File: src/rtl/ssd_bcd_display_driver.sv
// Binary-to-BCD converter (serial double-dabble) driving a
// 4-digit common-anode seven-segment display, all pins active-low.
module ssd_bcd_display_driver #(
  parameter int REFRESH_DIV = 100000,
  parameter bit BLANK_LZ    = 1'b1
) (
  input  logic        clk,
  input  logic        rst,
  input  logic [12:0] value_in,
  output logic [15:0] bcd_out,
  output logic        valid,
  output logic        busy,
  output logic [1:0]  digit_sel,
  output logic [3:0]  anode,
  output logic [6:0]  cathode
);

  localparam int RW = $clog2(REFRESH_DIV);
  localparam logic [RW-1:0] R_LAST = RW'(REFRESH_DIV - 1);

  typedef enum logic {
    S_IDLE,
    S_SHIFT
  } state_t;

  state_t      r_state, w_state_nx;
  logic [12:0] r_shift, w_shift_nx;
  logic [15:0] r_work,  w_work_nx;
  logic [3:0]  r_cnt,   w_cnt_nx;
  logic        r_pend,  w_pend_nx;
  logic [12:0] r_last,  w_last_nx;
  logic [15:0] r_bcd,   w_bcd_nx;
  logic        r_valid, w_valid_nx;
  logic        r_busy,  w_busy_nx;
  logic [15:0] w_adj;
  logic [15:0] w_work_sh;

  logic [RW-1:0] r_rcnt;
  logic [1:0]    r_sel;
  logic [3:0]    w_nib;
  logic          w_blank;

  always_comb begin
    w_adj = r_work;
    for (int i = 0; i < 4; i++) begin
      if (r_work[4*i +: 4] >= 4'd5)
        w_adj[4*i +: 4] = r_work[4*i +: 4] + 4'd3;
    end
  end

  assign w_work_sh = {w_adj[14:0], r_shift[12]};

  always_comb begin
    w_state_nx = r_state;
    w_shift_nx = r_shift;
    w_work_nx  = r_work;
    w_cnt_nx   = r_cnt;
    w_pend_nx  = r_pend;
    w_last_nx  = r_last;
    w_bcd_nx   = r_bcd;
    w_valid_nx = 1'b0;
    w_busy_nx  = r_busy;
    unique case (r_state)
      S_IDLE: begin
        if (r_pend || value_in != r_last) begin
          w_shift_nx = value_in;
          w_last_nx  = value_in;
          w_work_nx  = '0;
          w_cnt_nx   = '0;
          w_pend_nx  = 1'b0;
          w_busy_nx  = 1'b1;
          w_state_nx = S_SHIFT;
        end
      end
      S_SHIFT: begin
        w_work_nx  = w_work_sh;
        w_shift_nx = {r_shift[11:0], 1'b0};
        w_cnt_nx   = r_cnt + 4'd1;
        if (r_cnt == 4'd12) begin
          w_bcd_nx   = w_work_sh;
          w_valid_nx = 1'b1;
          w_busy_nx  = 1'b0;
          w_state_nx = S_IDLE;
        end
      end
      default: w_state_nx = S_IDLE;
    endcase
  end

  always_ff @(posedge clk) begin
    if (rst) begin
      r_state <= S_IDLE;
      r_shift <= '0;
      r_work  <= '0;
      r_cnt   <= '0;
      r_pend  <= 1'b1;
      r_last  <= '0;
      r_bcd   <= '0;
      r_valid <= 1'b0;
      r_busy  <= 1'b0;
    end else begin
      r_state <= w_state_nx;
      r_shift <= w_shift_nx;
      r_work  <= w_work_nx;
      r_cnt   <= w_cnt_nx;
      r_pend  <= w_pend_nx;
      r_last  <= w_last_nx;
      r_bcd   <= w_bcd_nx;
      r_valid <= w_valid_nx;
      r_busy  <= w_busy_nx;
    end
  end

  always_ff @(posedge clk) begin
    if (rst) begin
      r_rcnt <= '0;
      r_sel  <= '0;
    end else if (r_rcnt == R_LAST) begin
      r_rcnt <= '0;
      r_sel  <= r_sel + 2'd1;
    end else begin
      r_rcnt <= r_rcnt + RW'(1);
    end
  end

  // Blanking looks only at the committed result, never r_work.
  always_comb begin
    w_nib   = r_bcd[{r_sel, 2'b00} +: 4];
    w_blank = 1'b0;
    unique case (r_sel)
      2'd3:    w_blank = (r_bcd[15:12] == 4'd0);
      2'd2:    w_blank = (r_bcd[15:8] == 8'd0);
      2'd1:    w_blank = (r_bcd[15:4] == 12'd0);
      default: w_blank = 1'b0;
    endcase
  end

  always_comb begin
    cathode = 7'b1111111;
    if (!(BLANK_LZ && w_blank)) begin
      case (w_nib)
        4'd0:    cathode = 7'b0000001;
        4'd1:    cathode = 7'b1001111;
        4'd2:    cathode = 7'b0010010;
        4'd3:    cathode = 7'b0000110;
        4'd4:    cathode = 7'b1001100;
        4'd5:    cathode = 7'b0100100;
        4'd6:    cathode = 7'b0100000;
        4'd7:    cathode = 7'b0001111;
        4'd8:    cathode = 7'b0000000;
        4'd9:    cathode = 7'b0000100;
        default: cathode = 7'b1111111;
      endcase
    end
  end

  assign anode     = ~(4'b0001 << r_sel);
  assign digit_sel = r_sel;
  assign bcd_out   = r_bcd;
  assign valid     = r_valid;
  assign busy      = r_busy;

endmodule

File: config.mk
export PLATFORM = sky130hd
export DESIGN_NAME = ssd_bcd_display_driver
export DESIGN_NICKNAME = d
export VERILOG_FILES = /design/src/rtl/ssd_bcd_display_driver.sv
export SDC_FILE = /design/constraint.sdc
export NUM_CORES = 1
export LEC_CHECK = 0
export CORE_MARGIN = 2
export CORE_UTILIZATION = 35
export CTS_CLUSTER_DIAMETER = 60
export DETAILED_ROUTE_END_ITERATION = 8
export HOLD_SLACK_MARGIN = 0.03
export PLACE_DENSITY = 0.61
export REMOVE_ABC_BUFFERS = 1
export SYNTH_ARGS = -nofsm -noshare
export SYNTH_HDL_FRONTEND = slang
export SYNTH_SLANG_ARGS = --single-unit
File: constraint.sdc
create_clock -name clk -period 4.6 [get_ports clk]
set_clock_uncertainty 0.2 [all_clocks]
set_input_delay 0.69 -clock clk [delete_from_list [all_inputs] [get_ports clk]]
set_output_delay 0.69 -clock clk [all_outputs]
set_load 0.005 [all_outputs]
==> metrics <==
status finished clean; Cell Rows 40; DR vias 3,520; Worst Max-Slew Pin Slew approximately 1.1 ns; hold depth 2; CTS tree done; Synth-to-Final Area Change 19.4%; top_reg_cell synth dfxtp_1; initial antenna violation count 0; Fill cells roughly 1,200; crit start category flip-flop; CTS clk-pin slew, worst paths around 0.060 ns; DP HPWL 6630 um; H-Tree Depth 3; DRT antenna net count 0; Design Power ~1.5 mW; Mapped Cells around 500; RSZ-0062 raised after global routing false; Core ar. 11,900 um^2; gr ovfl total 0; most common cell after layout, fill and taps aside dfxtp_1; synthesis-stage register bit count 85; crit-path max FO 9; max cap viols 0; Die W 114 um; Hold Buf Count CTS 0; Worst R2R End r_cnt[2]; CP required 3.71 ns; post-layout net count 576; starting density of the core 35.4%; maximum clock path buffer count 2; gr usage total between 10% and 20%; endpoints failing hold 0; power per cell area 303 nW/um^2; Syn Std Cell Area ~4200 um^2; iteration-0 DRC count of the detailed router 165; static leakage 1.85 nW; Num CTS Buffers 9; CTS root buf clkbuf_16; Yosys warning count 0; pin count of the biggest net entering global routing 44; sequential share of the synthesized area 40.5%; final core utilization 42.3%; Post-synth EDFFs 0; final non-filler cell total 691; diodes inserted 0; WL per Instance between 10 and 15 um; Die Span Y 114 um; setup_tns 0 ns; Die ar. 12,900 um^2; worst hold path class flip-flop to flip-flop; PostCTS Resize Cnt 0; PortBufs 45; number of setup buffers added after CTS 0; first-pass GRT wire length 15,900 um; I/O Pins 46; Residual DRC 0; Routed WL 9260 um; Inst Count DP roughly 680; Clock Sink Count 85; Max VDD drop between 150 and 200 uV; relative slew slack between 20 and 30%; Worst EP arrival 2.86 ns; Syn Area/Cell 8.28 um^2; vias per cell 5.09; min Tclk post-route roughly 3.8 ns; RePlAce Congestion ~0.83; Hold Path Origin r_pend; Clk Latency, worst-skew pair 0.33 ns; Worst Setup End Kind output pin; flop2flop setup slack 2.08 ns; Hold WS 0.249 ns; Crit Path Class flip-flop to output pin; share of layout cells above drive strength 1 5.15%; number of global-route vias before repair 3,332; share of flip-flops with an asynchronous set or reset 0%; most frequent cells in the layout dfxtp_1 (85), nand2_1 (64), nor2_1 (53); fin crit share 81.6%; FF-to-FF path depth 5; Slew Viols, Final 0; Final setup viols 0; Fmax 266 MHz; Hold Crit Endpoint r_pend; Cell variety after synth between 40 and 50; Critical R2R Launch r_last[0]; drt first pass iters 4
==> flip-flops by register name (all words and copies together), names as in the netlist <==
name,count
digit_sel,2
busy,1
r_pend,1
bcd_out,16
r_shift,13
valid,1
r_state,1
r_work,16
r_rcnt,17
r_last,13
r_cnt,4
==> cell families (layout without fill, tap and decap cells) <==
group	Yosys count	count (layout)	synth area share (%)
DFF	85	85	40.5
xor gates and xnor gates	37	37	7.72
adders and majority gates	22	22	6.56
and+or+nand+nor	217	217	24.4
buffers and inverters	52	89	5.36
AOI/OAI and AO/OA	83	83	11.7
muxes	11	11	3.81
==> cell usage after synthesis (all sizes together) (2+ instances only) <==
cell,count,area [um^2]
o21ai,26,130
and4,2,17.5
nor2b,3,18.8
nor3b,2,15.0
nand4,4,25.0
clkbuf,20,75.1
and3,3,18.8
or3,6,42.5
a211oi,8,60.1
or4,2,15.0
nor3,9,56.3
nor4,5,31.3
buf,8,60.1
nor2,53,199
and2,9,56.3
mux4,4,90.1
dfxtp,85,1700
mux2i,7,70.1
o22ai,4,25.0
nand3,46,230
a22o,4,35.0
a21oi,27,135
nand2,64,240
xnor2,13,114
o211ai,2,15.0
nand2b,5,31.3
xor2,24,210
ha,22,275
or2,3,18.8
o2111ai,2,17.5
inv,23,86.3
o31ai,2,15.0
a31oi,4,25.0
==> per-layer routing <==
metal	share of wire, %	GRT usage, %
met2	45	24.5
met1	48	20.2
met5	0	0
met4	1.5	6.18
met3	5.4	2.71
==> worst max path at each step <==
stage | to | cells after the start | startpoint | slack [ns]
2_1_floorplan | cathode[3] | 6 | digit_sel[0] | 1.85
3_3_place_gp | r_cnt[2] | 6 | value_in[0] | 1.27
3_5_place_dp | r_cnt[2] | 6 | value_in[0] | 1.15
4_1_cts | cathode[3] | 7 | digit_sel[0] | 0.79
5_1_grt | cathode[3] | 7 | digit_sel[0] | 0.60
6_report | cathode[3] | 7 | digit_sel[0] | 0.85
==> stage by stage <==
stage | worst slack, ns | area (um^2)
floorplan | 1.85 | 4060
global placement | 1.27 | 4730
detailed placement | 1.15 | 4730
CTS | 0.791 | 5010
global route | 0.600 | 5010
finish | 0.847 | 5010
==> area by class of cell <==
| class | instances | area (um^2) | area share (%) |
|---|---|---|---|
| flip-flops and latches | 85 | 1700 | 33.9 |
| inverters | 24 | 90.1 | 1.80 |
| well taps | 147 | 184 | 3.67 |
| clock buffers | 10 | 239 | 4.77 |
| repair buffers | 49 | 480 | 9.58 |
| multi-input cells | 370 | 2270 | 45.3 |
| clock inverters | 6 | 46.3 | 0.923 |
==> report_power, final <==
group | leakage (nW) | switching [mW] | internal [mW] | total (mW)
clock network | 0.135 | 0.293 | 0.383 | 0.676
logic | 1.03 | 0.0449 | 0.0327 | 0.0776
registers | 0.692 | 0.0128 | 0.755 | 0.768
==> critical path, stage by stage (launching register included) <==
cell             delay, ns
dfxtp_1               0.60
mux4_2                0.62
inv_1                 0.16
ha_1                  0.27
a21oi_1               0.13
nor2_1                0.05
o21ai_0               0.17
clkdlybuf4s50_1       0.53
No activity file was read; power rests on OpenSTA's default activity.
